===== config.mk =====
export PLATFORM = sky130hd
export DESIGN_NAME = mem_access_stage
export DESIGN_NICKNAME = d
export VERILOG_FILES = /design/src/rtl/mem_access_pkg.sv /design/src/rtl/load_extract.sv /design/src/rtl/mem_access_stage.sv
export SDC_FILE = /design/constraint.sdc
export NUM_CORES = 1
export LEC_CHECK = 0
export CAP_MARGIN = 20
export CORE_MARGIN = 2
export CORE_UTILIZATION = 49
export CTS_CLUSTER_DIAMETER = 120
export DETAILED_ROUTE_END_ITERATION = 10
export PLACE_DENSITY = 0.88
export SLEW_MARGIN = 15
export SYNTH_ARGS = -nofsm -noshare
export SYNTH_HDL_FRONTEND = slang
export SYNTH_HIERARCHICAL = 1
export SYNTH_SLANG_ARGS = --single-unit

===== constraint.sdc =====
create_clock -name clk -period 2.83 [get_ports clk]
set_input_delay 0.4245 -clock clk [delete_from_list [all_inputs] [get_ports clk]]
set_output_delay 0.4245 -clock clk [all_outputs]
set_load 0.005 [all_outputs]

===== src/rtl/mem_access_pkg.sv =====
// Shared types and constants for the MEM stage: FSM states, RV32I load/store
// width codes and the access-fault check.
package mem_access_pkg;

  typedef enum logic [1:0] {
    StIdle,
    StReq,
    StWait,
    StDone
  } state_e;

  localparam logic [2:0] F3_B  = 3'b000;
  localparam logic [2:0] F3_H  = 3'b001;
  localparam logic [2:0] F3_W  = 3'b010;
  localparam logic [2:0] F3_BU = 3'b100;
  localparam logic [2:0] F3_HU = 3'b101;

  // True when the width code is illegal or the address is not naturally aligned.
  function automatic logic access_fault(input logic [2:0] funct3, input logic [1:0] addr);
    case (funct3)
      F3_B, F3_BU: return 1'b0;
      F3_H, F3_HU: return addr[0];
      F3_W:        return addr != 2'b00;
      default:     return 1'b1;
    endcase
  endfunction

endpackage


===== src/rtl/load_extract.sv =====
// Selects the addressed byte/halfword of a read word and sign- or zero-extends
// it according to the load width code.
module load_extract
  import mem_access_pkg::*;
(
  input  logic [31:0] rdata,
  input  logic [1:0]  addr,
  input  logic [2:0]  funct3,
  output logic [31:0] data
);

  logic [7:0]  byte_sel;
  logic [15:0] half_sel;

  always_comb begin
    case (addr)
      2'd0:    byte_sel = rdata[7:0];
      2'd1:    byte_sel = rdata[15:8];
      2'd2:    byte_sel = rdata[23:16];
      default: byte_sel = rdata[31:24];
    endcase
    half_sel = addr[1] ? rdata[31:16] : rdata[15:0];
  end

  always_comb begin
    case (funct3)
      F3_B:    data = {{24{byte_sel[7]}}, byte_sel};
      F3_BU:   data = {24'h0, byte_sel};
      F3_H:    data = {{16{half_sel[15]}}, half_sel};
      F3_HU:   data = {16'h0, half_sel};
      default: data = rdata;
    endcase
  end

endmodule


===== src/rtl/mem_access_stage.sv =====
// MEM pipeline stage: issues loads/stores on a ready/valid data bus, stalls
// upstream while the access is in flight and presents the MEM/WB field set.
module mem_access_stage
  import mem_access_pkg::*;
#(
  parameter int unsigned BUS_TIMEOUT = 1023,
  parameter int unsigned CNT_W       = 10
) (
  input  logic        clk,
  input  logic        reset_n,
  input  logic        in_valid,
  input  logic        in_mem_read,
  input  logic        in_mem_write,
  input  logic [2:0]  in_funct3,
  input  logic [31:0] in_alu_rd_result,
  input  logic [31:0] in_store_data,
  input  logic [4:0]  in_rd_address,
  input  logic        in_reg_write_data_src,
  input  logic        in_reg_wren,
  input  logic [31:0] in_next_pc_data,
  output logic        mem_req,
  output logic        mem_we,
  output logic [31:0] mem_addr,
  output logic [31:0] mem_wdata,
  output logic [3:0]  mem_be,
  input  logic        mem_ready,
  input  logic        mem_rvalid,
  input  logic [31:0] mem_rdata,
  output logic        stall,
  output logic        out_valid,
  output logic [31:0] ram_data,
  output logic [31:0] alu_rd_result,
  output logic [4:0]  rd_address,
  output logic        reg_write_data_src,
  output logic        reg_wren,
  output logic [31:0] next_pc_data,
  output logic        misaligned,
  output logic        bus_error
);

  state_e state_q, state_d;

  logic        read_q, write_q, src_q, wren_q, err_q;
  logic [2:0]  funct3_q;
  logic [31:0] addr_q, sdata_q, npc_q, rdata_q;
  logic [4:0]  rd_q;
  logic [CNT_W-1:0] cnt_q;

  logic        is_mem, exc, start, timeout, req_done, wait_done, abort, latch;
  logic [31:0] extracted;

  assign is_mem = in_mem_read | in_mem_write;
  assign exc    = in_valid & is_mem & access_fault(in_funct3, in_alu_rd_result[1:0]);
  assign start  = in_valid & is_mem & ~exc;

  assign timeout   = (BUS_TIMEOUT != 0) && (cnt_q == CNT_W'(BUS_TIMEOUT - 1));
  assign req_done  = (state_q == StReq) & mem_ready & (~read_q | mem_rvalid);
  assign wait_done = (state_q == StWait) & mem_rvalid;
  // A completing handshake wins over a watchdog expiry in the same cycle.
  assign abort     = (state_q inside {StReq, StWait}) & ~req_done & ~wait_done & timeout;
  assign latch     = read_q & (req_done | wait_done);

  load_extract u_load_extract (
    .rdata  (mem_rdata),
    .addr   (addr_q[1:0]),
    .funct3 (funct3_q),
    .data   (extracted)
  );

  always_ff @(posedge clk) begin
    if (!reset_n) state_q <= StIdle;
    else          state_q <= state_d;
  end

  always_comb begin
    state_d = state_q;
    case (state_q)
      StIdle: if (start) state_d = StReq;
      StReq: begin
        if (req_done || abort) state_d = StDone;
        else if (mem_ready)    state_d = StWait;
      end
      StWait: if (wait_done || abort) state_d = StDone;
      default: state_d = StIdle;
    endcase
  end

  always_ff @(posedge clk) begin
    if (!reset_n) begin
      read_q   <= 1'b0;
      write_q  <= 1'b0;
      src_q    <= 1'b0;
      wren_q   <= 1'b0;
      err_q    <= 1'b0;
      funct3_q <= 3'b0;
      addr_q   <= 32'h0;
      sdata_q  <= 32'h0;
      npc_q    <= 32'h0;
      rdata_q  <= 32'h0;
      rd_q     <= 5'h0;
      cnt_q    <= '0;
    end else if (state_q == StIdle) begin
      if (start) begin
        read_q   <= in_mem_read;
        write_q  <= in_mem_write;
        src_q    <= in_reg_write_data_src;
        wren_q   <= in_reg_wren;
        funct3_q <= in_funct3;
        addr_q   <= in_alu_rd_result;
        sdata_q  <= in_store_data;
        npc_q    <= in_next_pc_data;
        rd_q     <= in_rd_address;
        rdata_q  <= 32'h0;
        err_q    <= 1'b0;
        cnt_q    <= '0;
      end
    end else if (state_q == StReq || state_q == StWait) begin
      cnt_q <= cnt_q + CNT_W'(1);
      if (latch) rdata_q <= extracted;
      if (abort) err_q <= 1'b1;
    end
  end

  // Bus-side signals come only from the hold registers so they stay stable.
  always_comb begin
    mem_addr = {addr_q[31:2], 2'b00};
    mem_we   = write_q & ~read_q;
    case (funct3_q[1:0])
      2'b00: begin
        mem_be    = 4'b0001 << addr_q[1:0];
        mem_wdata = {4{sdata_q[7:0]}};
      end
      2'b01: begin
        mem_be    = addr_q[1] ? 4'b1100 : 4'b0011;
        mem_wdata = {2{sdata_q[15:0]}};
      end
      default: begin
        mem_be    = 4'b1111;
        mem_wdata = sdata_q;
      end
    endcase
  end

  always_comb begin
    mem_req            = 1'b0;
    stall              = 1'b0;
    out_valid          = 1'b0;
    misaligned         = 1'b0;
    bus_error          = 1'b0;
    ram_data           = 32'h0;
    alu_rd_result      = addr_q;
    rd_address         = rd_q;
    reg_write_data_src = src_q;
    reg_wren           = wren_q;
    next_pc_data       = npc_q;
    case (state_q)
      StIdle: begin
        stall              = start;
        out_valid          = in_valid & (~is_mem | exc);
        misaligned         = exc;
        alu_rd_result      = in_alu_rd_result;
        rd_address         = in_rd_address;
        reg_write_data_src = in_reg_write_data_src;
        reg_wren           = in_reg_wren & ~exc;
        next_pc_data       = in_next_pc_data;
      end
      StReq: begin
        mem_req = 1'b1;
        stall   = 1'b1;
      end
      StWait: stall = 1'b1;
      default: begin
        out_valid = 1'b1;
        ram_data  = rdata_q;
        reg_wren  = wren_q & ~err_q;
        bus_error = err_q;
      end
    endcase
    if (!reset_n) begin
      mem_req    = 1'b0;
      stall      = 1'b0;
      out_valid  = 1'b0;
      misaligned = 1'b0;
      bus_error  = 1'b0;
    end
  end

endmodule


== Word level (Yosys, flattened, before mapping) ==
Cells that the tools add are included.
Storage, ports and cells
  output and inout port bits: 177
  logic and storage cells: 116
  register bits after elaboration: 153
Cells by class
  eq/ne operators: 16
  reductions and logical operators: 22
  shift operators: 1
  muxes and demuxes: 39
  add/subtract/negate cells: 1
  bitwise gates (word level): 24
Operators by type and width (count)
  $mux 32: 7
  $pmux 32 s4: 1
  $pmux 32 s2: 1
  $mux 10: 3
  $pmux 8 s3: 1
  $mux 16: 1
  $and 1x1->1: 14
  $mux 1: 13
  $eq 3x3->1 const B: 4
  $add 10x1->10 const B: 1
  $eq 10x10->1 const B: 1
  $reduce_bool 2->1: 5
  $reduce_and 3->1: 3
  $mux 2: 4
  $pmux 4 s2: 1
  $eq 2x1->1 const B: 3
  $eq 3x1->1 const B: 2
  $logic_not 2->1: 3
  $logic_not 3->1: 2
  $not 1->1: 6
  $pmux 1 s2: 3
  $pmux 2 s3: 1
  $reduce_or 2->1: 3
  $mux 5: 1
  12 further kinds: 19

== Logic depth before layout (Yosys ltp) ==
  depth in word-level cells: 10
  depth in mapped cells: 9

== Cells and area by module ==
Netlist, hierarchy kept.
By module, submodules not included
  mem_access_stage: cells each 936, times used 1, area each 7621.1 µm²
  load_extract: cells each 133, times used 1, area each 969.7 µm²

== Worst setup path after synthesis ==
No wires, ideal clock.
  path type: register to output
  start point: reg state_q[0]
  end point: out alu_rd_result[0]
  path buffers: 2
  cell stages (with the launch flop): 6
  required time: 2406 ps
  arrival time: 1586 ps
  setup slack: 820 ps
  path through: dfxtp_1 inv_1 ha_1 clkbuf_1 buf_1 mux2_2
On the way
  cells in the longest elaborated chain, start to end: 2
RTL lines
  start: declaration: line mem_access_stage.sv:41  | state_e state_q, state_d;
  start signal: assignment: line mem_access_stage.sv:71  | if (!reset_n) state_q <= StIdle;
  start signal: assignment: line mem_access_stage.sv:72  | else state_q <= state_d;
  $logic_not 2->1: line mem_access_stage.sv:156  | case (state_q)
  $mux 32: line mem_access_stage.sv:156
  end: declaration: line mem_access_stage.sv:32  | output logic [31:0] alu_rd_result,
No other way between the ends.

== Final worst setup path ==
  start point: in in_alu_rd_result[0]
  end point: out misaligned
On the way
  cells in the longest elaborated chain, start to end: 5
RTL lines
  start: declaration: line mem_access_stage.sv:15  | input logic [31:0] in_alu_rd_result,
  $reduce_bool 2->1: line mem_access_pkg.sv:23  | F3_W: return addr != 2'b00;
  $pmux 1 s3 (*): line mem_access_pkg.sv:20  | case (funct3)
  $and 1x1->1 (*): line mem_access_stage.sv:53  | assign exc = in_valid & is_mem & access_fault(in_funct3, in_alu_rd_result[1:0]);
  $mux 1 (*): line mem_access_stage.sv:156
  $mux 1 (*): line mem_access_stage.sv:179  | if (!reset_n) begin
  end: declaration: line mem_access_stage.sv:37  | output logic misaligned,
Every way passes the cells marked *; elsewhere a longest branch is shown, timed or not.

==> results.yml <==
run_status:
  outcome: "completed"
critical_path:
  reg2reg_depth: 8
  worstPathArrival_ns: 2.35
  timing.rr.end: "cnt_q[6]$_SDFFE_PN0P_"
  path_max_fanout: 3
  criticalPathCategory: "in2out"
  timing.rr.start: "state_q[0]$_SDFFE_PN0P_"
  start_kind: "primary input"
  cp_data_required_time_ns: 2.41
  worst_setup_path_end_kind: "output pin"
  reg2reg_slack_ns: 0.23
yosys:
  synth.most_common_cell: "nand2_1"
  async_reset_ff_share_pct: 0
  synthCells: 1069
  synth-seq-cells: 153
  synth_area_um2: 8591
  yosys-top-cells-area: "dfxtp_1 36%, mux2_2 11%, nand2_1 11%"
  synth-edff-count: 0
  synth.distinct_cells: 53
  ys_seq_area_share_pct: 35.65
  synth-main-ff-cell: "dfxtp_1"
  synth_largest_area_cell: "dfxtp_1"
  yosys_warnings: 6
  synth.avg_cell_area_um2: 8.036
  synth_common_cells: "243 x nand2_1, 160 x a21oi_1, 153 x dfxtp_1, 85 x mux2_2, 43 x clkbuf_1"
  yosys.area.top_type_share_pct: 35.65
global_route:
  overflow: 0
  grt_start_max_net_pins: 94
  grt_pass1_wl_mm: 41.60
  antenna_found_initial: 0
  grt_pass1_vias: 8286
  grt_use_total_pct: 28.43
pwr:
  p_int_mw: 5.504
  seqPwrFrac_pct: 30.9
  p_sw_mw: 2.362
  combPwrFrac_pct: 39.1
  vdd_ir_drop_max_mv: 0.4106
  p_leak_nw: 4.381
  switching_share_pct: 30.03
  clkPwrFrac_pct: 30.1
  power_density_nw_per_um2: 638.4
clock_tree:
  cts.clk_slew.worst_paths_ns: 0.06
  clkSinkCount: 153
  cts_max_level: 4
  insertion_delay_ns: 0.42
  cts_tree: "yes"
  numCtsBuffers: 17
  clk_path_buf_depth: 2
  cts_root_buf: "clkbuf_16"
floorplanning:
  die_w_um: 136.4
  num_rows: 48
  dieArea_um2: 18610
  die_height_um: 136.4
  core_um2: 17240
  initial_core_util_pct: 49.84
  pin_count: 322
route:
  drc: 0
  highest_layer: "met4"
  route.vias.total: 8646
  drt_wl_total_mm: 27.50
  wl_met1_mm: 10.34
  antenna_left: 0
  dr.first_iter.drc_count: 631
  wl_per_cell_um: 17.71
  wl_met3_mm: 2.542
  wl_met2_mm: 13.54
  viasPerCell: 5.567
  first_pass_iters: 5
hold_path:
  whs_path_depth: 2
  min_from: "sdata_q[18]$_SDFFE_PN0P_"
  hold_class: "reg2reg"
  min_to: "sdata_q[18]$_SDFFE_PN0P_"
layout:
  post-route-util_pct: 71.47
  num-fill-cells: 1268
  nets: 1466
  diodes: 0
  finish.instance_area_um2: 12320
  area_delta_synth_final_pct: 43.40
  drive_above_1_share_pct: 12.42
place:
  gp_congestion: 0.8976
  portBuffers: 319
  placed_area_um2: 11650
  dp_hpwl_mm: 18.85
timing:
  setup_violations: 0
  slew_violations: 0
  setup_tns_ns: 0
  grt_setup_unrepaired: "false"
  tightest_slew_ns: 0.8402
  finalClockSkew_ns: 0.009609
  max_freq_ghz: 0.3604
  slew_headroom_pct: 43.99
  period_needed_ns: 2.775
  fin_crit_sh_pct: 98.06
  hold_violations: 0
run:
  cap_violations: 0
[cell usage in the layout (no fill, tap or decap), types with 4 or more instances in the layout]
master,netlist,routed
and2_1,32,32
clkdlybuf4s50_1,0,317
nor2_1,38,38
nand2_1,243,243
nand3b_1,32,32
a31oi_1,7,7
o21ai_0,24,24
a21o_1,4,4
a21oi_1,160,160
clkinv_2,0,4
dfxtp_1,153,153
nand2b_1,36,36
a311oi_1,9,9
mux2i_1,11,11
nand3_1,5,5
nor3_1,5,5
mux2_2,85,85
o221ai_2,4,4
buf_4,42,24
mux4_1,7,7
o22ai_1,17,17
ha_1,6,5
clkbuf_16,0,18
nor2b_1,12,11
inv_1,16,15
[logic make-up after synthesis]
logic type	count (synthesis)	synth area share, %
simple gates	415	22.56
compound gates	247	16.87
flops	153	35.65
buf+inv	141	8.986
mux	105	14.91
fa+ha+maj	6	0.8738
other cells	1	0.04365
xor+xnor	1	0.1020
[routing by layer]
layer / global-route usage, % / up-vias
met5: 0 / -
met4: 13.66 / 0
met3: 8.986 / 78
met2: 47.32 / 406
met1: 33.11 / 4055
li1: - / 4107
[worst max path at each step]
| stage | from | end | slack (ns) |
|---|---|---|---|
| 6_report | in_alu_rd_result[0] | misaligned | 0.06 |
| 5_1_grt | in_funct3[0] | stall | 0.007 |
| 4_1_cts | in_alu_rd_result[0] | reg_wren | -0.04 |
| 3_5_place_dp | in_alu_rd_result[0] | cnt_q[6]$_SDFFE_PN0P_ | -0.33 |
| 3_3_place_gp | in_funct3[0] | cnt_q[6]$_SDFFE_PN0P_ | -0.24 |
| 2_1_floorplan | state_q[0]$_SDFFE_PN0P_ | alu_rd_result[0] | 0.82 |
[power groups by stage]
| stage | logic, mW | registers [mW] | clock network (mW) |
|---|---|---|---|
| 6_report | 3.07 | 2.43 | 2.36 |
| 5_1_grt | 3.26 | 2.45 | 2.49 |
| 4_1_cts | 3.02 | 2.43 | 2.39 |
| 3_5_place_dp | 2.98 | 2.47 | 0 |
| 3_3_place_gp | 2.93 | 2.46 | 0 |
| 2_1_floorplan | 1.63 | 2.43 | 0 |
[state kept, by name, indices dropped and copies added, names as in the netlist, 2 cells and up]
name      flops
addr_q       32
cnt_q        10
funct3_q      3
npc_q        32
rd_q          5
rdata_q      32
sdata_q      32
state_q       2
[per-stage QoR]
stage	setup WS (ns)	total power, mW	std cells	hold slack (ns)
2_1_floorplan	0.8196	4.062	1070	0.4311
3_3_place_gp	-0.2415	5.397	1519	0.4382
3_5_place_dp	-0.3350	5.449	1519	0.4465
4_1_cts	-0.03640	7.834	1552	0.4548
5_1_grt	0.006514	8.195	1553	0.4678
6_report	0.05500	7.865	1553	0.4533
[critical path, stage by stage]
cell	delay (ns)
clkdlybuf4s50_1	0.52
buf_4	0.15
nor4_4	0.03
buf_4	0.15
buf_4	0.13
nor3_1	0.24
and3_1	0.19
clkdlybuf4s50_1	0.51
[layout make-up]
cell class | count | area [µm²] | share of cell area, %
repair buffers | 349 | 3498 | 28.40
clock buffers | 21 | 470.5 | 3.819
well taps | 225 | 281.5 | 2.285
flip-flops and latches | 153 | 3063 | 24.86
clock inverters | 11 | 143.9 | 1.168
inverters | 18 | 70.07 | 0.5688
multi-input cells | 776 | 4792 | 38.90
[repair_timing]
action | CTS | global route
hold buffers | 0 | 0
hold endpoints to repair | 0 | 0
gates cloned | 0 | 1
buffers inserted | 1 | 0
setup endpoints to repair | 8 | 48
resized for setup | 4 | 1
pin swaps | 1 | 1
No activity file was read; power rests on OpenSTA's default activity.
